**src/rtl/mul_serial.sv**
```systemverilog
`default_nettype none
// ============================================================================
// Module      : mul_serial
// Description : Bit-serial MSB-first GF(2^163) multiplier,
//               f(x) = x^163 + x^7 + x^6 + x^3 + 1. 163 RUN cycles per product.
// Revision    : 1.0 - initial release
// ============================================================================
module mul_serial (
    input  logic         CLK,
    input  logic         RST,
    input  logic         MUL_START,
    input  logic [162:0] MUL_A,
    input  logic [162:0] MUL_B,
    output logic [162:0] MUL_R,
    output logic         MUL_BUSY,
    output logic         MUL_DONE
);

    typedef enum logic [1:0] {
        S_IDLE = 2'd0,
        S_RUN  = 2'd1,
        S_DONE = 2'd2
    } state_t;

    // x^163 folds back onto x^7 + x^6 + x^3 + 1
    localparam logic [162:0] c_RED_POLY = 163'hC9;
    localparam logic [7:0]   c_LAST_BIT = 8'd162;

    state_t       r_state_q, w_state_d;
    logic [162:0] r_a_q, w_a_d;
    logic [162:0] r_b_q, w_b_d;
    logic [162:0] r_c_q, w_c_d;
    logic [162:0] r_r_q, w_r_d;
    logic [7:0]   r_cnt_q, w_cnt_d;
    logic [162:0] w_c_shift;
    logic [162:0] w_c_step;

    always_ff @(posedge CLK) begin
        if (RST) begin
            r_state_q <= S_IDLE;
            r_a_q     <= '0;
            r_b_q     <= '0;
            r_c_q     <= '0;
            r_r_q     <= '0;
            r_cnt_q   <= '0;
        end else begin
            r_state_q <= w_state_d;
            r_a_q     <= w_a_d;
            r_b_q     <= w_b_d;
            r_c_q     <= w_c_d;
            r_r_q     <= w_r_d;
            r_cnt_q   <= w_cnt_d;
        end
    end

    always_comb begin
        w_state_d = r_state_q;
        w_a_d     = r_a_q;
        w_b_d     = r_b_q;
        w_c_d     = r_c_q;
        w_r_d     = r_r_q;
        w_cnt_d   = r_cnt_q;

        w_c_shift = {r_c_q[161:0], 1'b0} ^ (r_c_q[162] ? c_RED_POLY : '0);
        w_c_step  = w_c_shift ^ (r_b_q[r_cnt_q] ? r_a_q : '0);

        case (r_state_q)
            S_IDLE, S_DONE: begin
                if (MUL_START) begin
                    w_state_d = S_RUN;
                    w_a_d     = MUL_A;
                    w_b_d     = MUL_B;
                    w_c_d     = '0;
                    w_cnt_d   = c_LAST_BIT;
                end else begin
                    w_state_d = S_IDLE;
                end
            end
            S_RUN: begin
                w_c_d = w_c_step;
                if (r_cnt_q == 8'd0) begin
                    // Final step lands straight in the result register
                    w_r_d     = w_c_step;
                    w_state_d = S_DONE;
                end else begin
                    w_cnt_d = r_cnt_q - 8'd1;
                end
            end
            default: w_state_d = S_IDLE;
        endcase
    end

    assign MUL_R    = r_r_q;
    assign MUL_BUSY = (r_state_q == S_RUN);
    assign MUL_DONE = (r_state_q == S_DONE);

endmodule
`default_nettype wire

```
**config.mk**
```make
export PLATFORM = sky130hd
export DESIGN_NAME = mul_serial
export DESIGN_NICKNAME = d
export VERILOG_FILES = /design/src/rtl/mul_serial.sv
export SDC_FILE = /design/constraint.sdc
export NUM_CORES = 2
export LEC_CHECK = 0
export BUFFER_PORTS_ARGS = -buffer_cell sky130_fd_sc_hd__buf_2
export CORE_MARGIN = 2
export CORE_UTILIZATION = 55
export CTS_BUF_LIST = sky130_fd_sc_hd__clkbuf_16
export CTS_CLUSTER_SIZE = 28
export DETAILED_ROUTE_END_ITERATION = 10
export PLACE_DENSITY = 0.85
export SLEW_MARGIN = 20
export SYNTH_ARGS = -nofsm -noshare
export SYNTH_HDL_FRONTEND = slang
export SYNTH_SLANG_ARGS = --single-unit
```
**constraint.sdc**
```tcl
create_clock -name CLK -period 4.45 [get_ports CLK]
set_input_delay 0.89 -clock CLK [delete_from_list [all_inputs] [get_ports CLK]]
set_output_delay 0.89 -clock CLK [all_outputs]
set_load 0.03 [all_outputs]
```
### After elaboration in Yosys (flattened, before gate mapping)

Index checks and enable logic that the tools add are counted.

| word-level totals | value |
|---|---|
| register bits after elaboration | 662 |
| bits of input ports | 329 |
| output and inout port bits | 165 |
| word-level logic and storage cells | 35 |

| operators by class | value |
|---|---|
| add/sub/neg operators | 1 |
| magnitude comparators | 1 |
| equality and inequality tests | 5 |
| multiplexer cells | 12 |
| bitwise gates (word level) | 2 |
| reduce and logical (&&, ||, !) cells | 8 |

Operators by type and width:

| kind | number |
|---|---|
| two-way mux 163 bit | 2 |
| case mux 163 bit (2 select lines) | 1 |
| bitwise XOR 163 bit | 1 |
| bitwise XOR 163 x 8 -> 163 bit | 1 |
| two-way mux 8 bit | 3 |
| case mux 8 bit (2 select lines) | 1 |
| less-than comparator 8 x 9 -> 1 bit, second input constant | 1 |
| binary-select mux 1 bit (select 8 bit) | 1 |
| logical NOT 8 bit | 1 |
| subtractor 8 x 1 -> 8 bit, second input constant | 1 |
| AND reduction 2 bit | 3 |
| != test 2 bit, second input constant | 2 |
| case mux 2 bit (2 select lines) | 1 |
| AND reduction 3 bit | 1 |
| == test 2 x 1 -> 1 bit, second input constant | 1 |
| == test 2 bit, second input constant | 1 |
| logical NOT 2 bit | 1 |
| two-way mux 1 bit | 2 |
| two-way mux 2 bit | 1 |
| != test 2 x 1 -> 1 bit, second input constant | 1 |
| nonzero test 2 bit | 1 |
| OR reduction 2 bit | 1 |

### Depth between registers and ports, before layout

| logic depth | value |
|---|---|
| depth in word-level cells | 5 |
| depth in mapped cells | 15 |
| depth with buffers taken out | 9 |

### Worst setup path before layout

No wires, ideal clock.

| timing path | value |
|---|---|
| path kind | reg-to-reg |
| from | register r_cnt_q[0] |
| to | register r_r_q[161], in the netlist MUL_R[161] |
| library setup time | 134 ps |
| data arrival time | 2682 ps |
| data required time | 4316 ps |
| setup slack | 1635 ps |
| stages on the path, launching flop included | 12 |
| period minus slack after synthesis | 2815 ps |
| cell sequence | dfxtp_1 buf_6 buf_6 mux4_2 mux4_2 mux2i_1 o22ai_2 buf_2 buf_6 o31ai_2 xor2_1 a211oi_1 |

| on the way | value |
|---|---|
| word-level cells in the longest chain between the ends | 4 |
| elaborated cells between the ends (all ways) | 6 |
| classes of those cells | 3 x mux; 1 x bitwise; 2 x reduce/logical |

RTL lines:

| item | RTL line | text |
|---|---|---|
| start: declaration | 34 | `logic [7:0] r_cnt_q, w_cnt_d;` |
| start signal: assignment | 52 | `r_cnt_q <= w_cnt_d;` |
| binary-select mux 1 bit (select 8 bit) | 65 | `w_c_step = w_c_shift ^ (r_b_q[r_cnt_q] ? r_a_q : '0);` |
| two-way mux 1 bit (implied by the code) | 65 |  |
| two-way mux 163 bit | 65 |  |
| bitwise XOR 163 bit | 65 |  |
| end signal: assignment | 51 | `r_r_q <= w_r_d;` |
| end: declaration | 33 | `logic [162:0] r_r_q, w_r_d;` |

Parallel ways exist; a longest one is shown, timed or not. The select of a mux whose other input is x is not followed.
A chain may end at the register's enable or synchronous reset.

### Worst setup path after layout

| timing path | value |
|---|---|
| from | register r_cnt_q[1] |
| to | register r_r_q[136], in the netlist MUL_R[136] |

Same word-level chain as after synthesis.

==> run_summary.xml <==
<?xml version="1.0" encoding="UTF-8"?>
<metrics>
  <group name="clocking">
    <metric name="cts.hold.buffers_added" unit="">0</metric>
    <metric name="path_clk_slew" unit="ns">0.06</metric>
    <metric name="cts.repair_timing.setup_buffer_count" unit="">0</metric>
    <metric name="cts_tree" unit="">done</metric>
    <metric name="cts_inserted_buffers" unit="">68</metric>
    <metric name="clockRootBuffer" unit="">clkbuf_16</metric>
    <metric name="numClockSinks" unit="">662</metric>
    <metric name="postCtsResizedCells" unit="">0</metric>
    <metric name="clk_latency" unit="ns">0.60</metric>
    <metric name="clockBufferDepth" unit="">3</metric>
    <metric name="htree_levels" unit="">3</metric>
  </group>
  <group name="floorplanning">
    <metric name="design.die.area" unit="um^2">50390</metric>
    <metric name="fp.coreArea" unit="um^2">47850</metric>
    <metric name="placementRows" unit="">80</metric>
    <metric name="die_h" unit="um">224.5</metric>
    <metric name="die_w" unit="um">224.5</metric>
    <metric name="floorplan.initialDensity" unit="%">55.88</metric>
    <metric name="io-pin-count" unit="">494</metric>
  </group>
  <group name="synth">
    <metric name="synth_async_sr_flop_share" unit="%">0</metric>
    <metric name="avgSynthCellArea" unit="um^2">8.706</metric>
    <metric name="synth-seq-cells" unit="">662</metric>
    <metric name="synth_enable_flop_cells" unit="">0</metric>
    <metric name="synth_cell_types" unit="">45</metric>
    <metric name="synth_top_flop_cell" unit="">dfxtp_1</metric>
    <metric name="synth-warning-count" unit="">0</metric>
    <metric name="synth_sequential_area_ratio" unit="%">49.57</metric>
    <metric name="post_synth_inst_count" unit="">3071</metric>
    <metric name="synth.cell_area" unit="um^2">26740</metric>
    <metric name="synth_fp_nets" unit="">3402</metric>
  </group>
  <group name="hold_path">
    <metric name="timing.hold.worst.class" unit="">reg2reg</metric>
  </group>
  <group name="final_layout">
    <metric name="area_delta_synth_final" unit="%">17.43</metric>
    <metric name="final_cell_mix" unit="">nand2_1, dfxtp_1, buf_2</metric>
    <metric name="layout.cells.non_filler" unit="">4060</metric>
    <metric name="layout_cell_share_with_drive_strength_beyond_1" unit="%">22.47</metric>
    <metric name="layout.cells.most_common" unit="">nand2_1</metric>
    <metric name="finish.net_count" unit="">3722</metric>
    <metric name="nFillCells" unit="">3765</metric>
  </group>
  <group name="setup_path">
    <metric name="path_class" unit="">reg2reg</metric>
    <metric name="cp_data_arrival_time" unit="ns">4.52</metric>
    <metric name="cp-end-kind" unit="">flop</metric>
    <metric name="cp.required" unit="ns">4.94</metric>
    <metric name="start_kind" unit="">flop</metric>
    <metric name="critPathMaxFanout" unit="">56</metric>
    <metric name="ff2ff_setup_slack" unit="ns">0.42</metric>
  </group>
  <group name="power_and_ir_drop">
    <metric name="areal_power_density_over_the_cells" unit="nW/um^2">471.0</metric>
    <metric name="total_leakage_power" unit="nW">12.12</metric>
    <metric name="power.total" unit="W">0.01479</metric>
    <metric name="worst_ir_drop_vdd" unit="mV">0.2793</metric>
  </group>
  <group name="global_routing">
    <metric name="grt_pass1_wl" unit="um">117500</metric>
    <metric name="number_of_global_route_vias_before_repair" unit="">21990</metric>
    <metric name="grt_start_max_net_pins" unit="">180</metric>
    <metric name="grt_antenna_before_repair" unit="">7</metric>
    <metric name="grt_use_total" unit="%">28.94</metric>
    <metric name="globalRouteOverflowTotal" unit="">0</metric>
  </group>
  <group name="route">
    <metric name="drtPass1Iterations" unit="">6</metric>
    <metric name="finalWirelength" unit="um">74970</metric>
    <metric name="antenna_violating_nets_post_route" unit="">0</metric>
    <metric name="drcViolationCount" unit="">0</metric>
    <metric name="vias" unit="">23300</metric>
    <metric name="wl_per_cell" unit="um">18.47</metric>
    <metric name="drt_iter0_markers" unit="">2089</metric>
    <metric name="routed_via_density" unit="">5.739</metric>
  </group>
  <group name="place">
    <metric name="gp_routability_congestion" unit="">0.8650</metric>
    <metric name="detailed_place_hpwl" unit="um">48020</metric>
    <metric name="placed_cells_incl_taps" unit="">3936</metric>
    <metric name="port-buffer-count" unit="">493</metric>
    <metric name="pre_cts_slack" unit="ns">0.6082</metric>
  </group>
  <group name="timing">
    <metric name="fin_skew" unit="ns">0.01921</metric>
    <metric name="achievable-frequency" unit="MHz">248.2</metric>
    <metric name="post-route-min-period" unit="ns">4.029</metric>
    <metric name="final_hold_viol_count" unit="">0</metric>
    <metric name="final_min_period_over_clock_period" unit="%">90.55</metric>
    <metric name="slew_violations" unit="">0</metric>
    <metric name="grt_setup_unrepaired" unit="">no</metric>
    <metric name="maxSlewHeadroom" unit="%">30.89</metric>
    <metric name="minimum_setup_slack_in_the_final_design" unit="ns">0.4205</metric>
    <metric name="transition_time_at_the_pin_with_the_least_slew_margin" unit="ns">1.037</metric>
    <metric name="finalSetupViolations" unit="">0</metric>
    <metric name="setup-tns-final" unit="ns">0</metric>
  </group>
  <group name="job">
    <metric name="drv.max_cap_violation_count" unit="">0</metric>
  </group>
  <group name="run_status">
    <metric name="result_of_the_run" unit="">finished, final reports clean</metric>
  </group>
</metrics>
==> layout make-up <==
type	count	area (um^2)	area share, %
antenna	5	12.51	0.03985
clock buffer	70	1752	5.579
clock inverter	49	381.6	1.215
inverter	6	22.52	0.07173
multi-input combinational	2125	12260	39.05
sequential	662	13260	42.22
tap	615	769.5	2.451
timing repair buffer	528	2944	9.377
==> logic make-up after synthesis <==
family | Yosys count | share of synthesized area (%)
AO/OA/AOI/OAI | 851 | 21.26
XOR/XNOR | 172 | 5.635
adder cells (fa/ha/maj) | 2 | 0.09358
buffers and inverters | 284 | 4.820
flip-flops | 662 | 49.57
multiplexers | 50 | 3.421
AND/OR/NAND/NOR | 1050 | 15.20
==> registers in the layout, summed over array words and instances, names as in the netlist <==
name       cells
MUL_R        163
r_a_q        163
r_b_q        163
r_c_q        163
r_cnt_q        8
r_state_q      2
==> power by group <==
group          total [W]  internal, W  switching, W
Sequential       0.00666      0.00634      0.000320
Combinational    0.00262     0.000840       0.00178
Clock            0.00550      0.00315       0.00235
Total             0.0148       0.0103       0.00445
==> routing by layer <==
layer | vias to the layer above | routed length (um) | track usage, %
met5 | - | 25 | 0
met4 | 4 | 3099 | 12.63
met3 | 202 | 5052 | 5.369
met2 | 947 | 35480 | 46.50
met1 | 11060 | 31320 | 38.26
li1 | 11090 | - | -
==> worst paths after layout <==
kind / startpoint / endpoint / cells after the start
min: r_b_q[2]$_SDFFE_PP0P_ / r_b_q[2]$_SDFFE_PP0P_ / 2
max: r_cnt_q[1]$_SDFFE_PP0P_ / MUL_R[136]$_SDFFE_PP0P_ / 9
min reg2reg: r_b_q[2]$_SDFFE_PP0P_ / r_b_q[2]$_SDFFE_PP0P_ / 2
max reg2reg: r_cnt_q[1]$_SDFFE_PP0P_ / MUL_R[136]$_SDFFE_PP0P_ / 9
==> Yosys cell counts, drive strengths merged, types with 16 or more instances <==
cell type	n	area [um^2]
nand2	822	3085
dfxtp	662	13250
a21oi	335	1677
clkbuf	205	769.5
nor2	171	641.9
o31ai	166	1767
o21ai	164	820.8
a211oi	160	1201
xor2	160	1401
buf	73	496.7
mux4	33	743.2
mux2i	16	160.2
==> critical path, stage by stage, from the launching register on <==
cell and delay [ns]:
dfxtp_2 0.80, mux4_2 0.35, nand2b_1 0.10, o31ai_1 0.06
a2111oi_0 0.69, o311a_4 0.38, buf_4 0.78, o31ai_2 0.19
xor2_1 0.20, a211oi_1 0.29
==> stage by stage <==
stage / instance area, um^2 / hold slack (ns) / util, %
after floorplan: 26740 / 0.4318 / -
after global placement: 29250 / 0.4383 / 61.13
after detailed placement: 29250 / 0.4461 / 61.13
after CTS: 31380 / 0.4548 / 65.59
after global routing: 31400 / 0.4682 / 65.62
final: 31400 / 0.4524 / 65.62
Power figures use the tool's default switching activity.
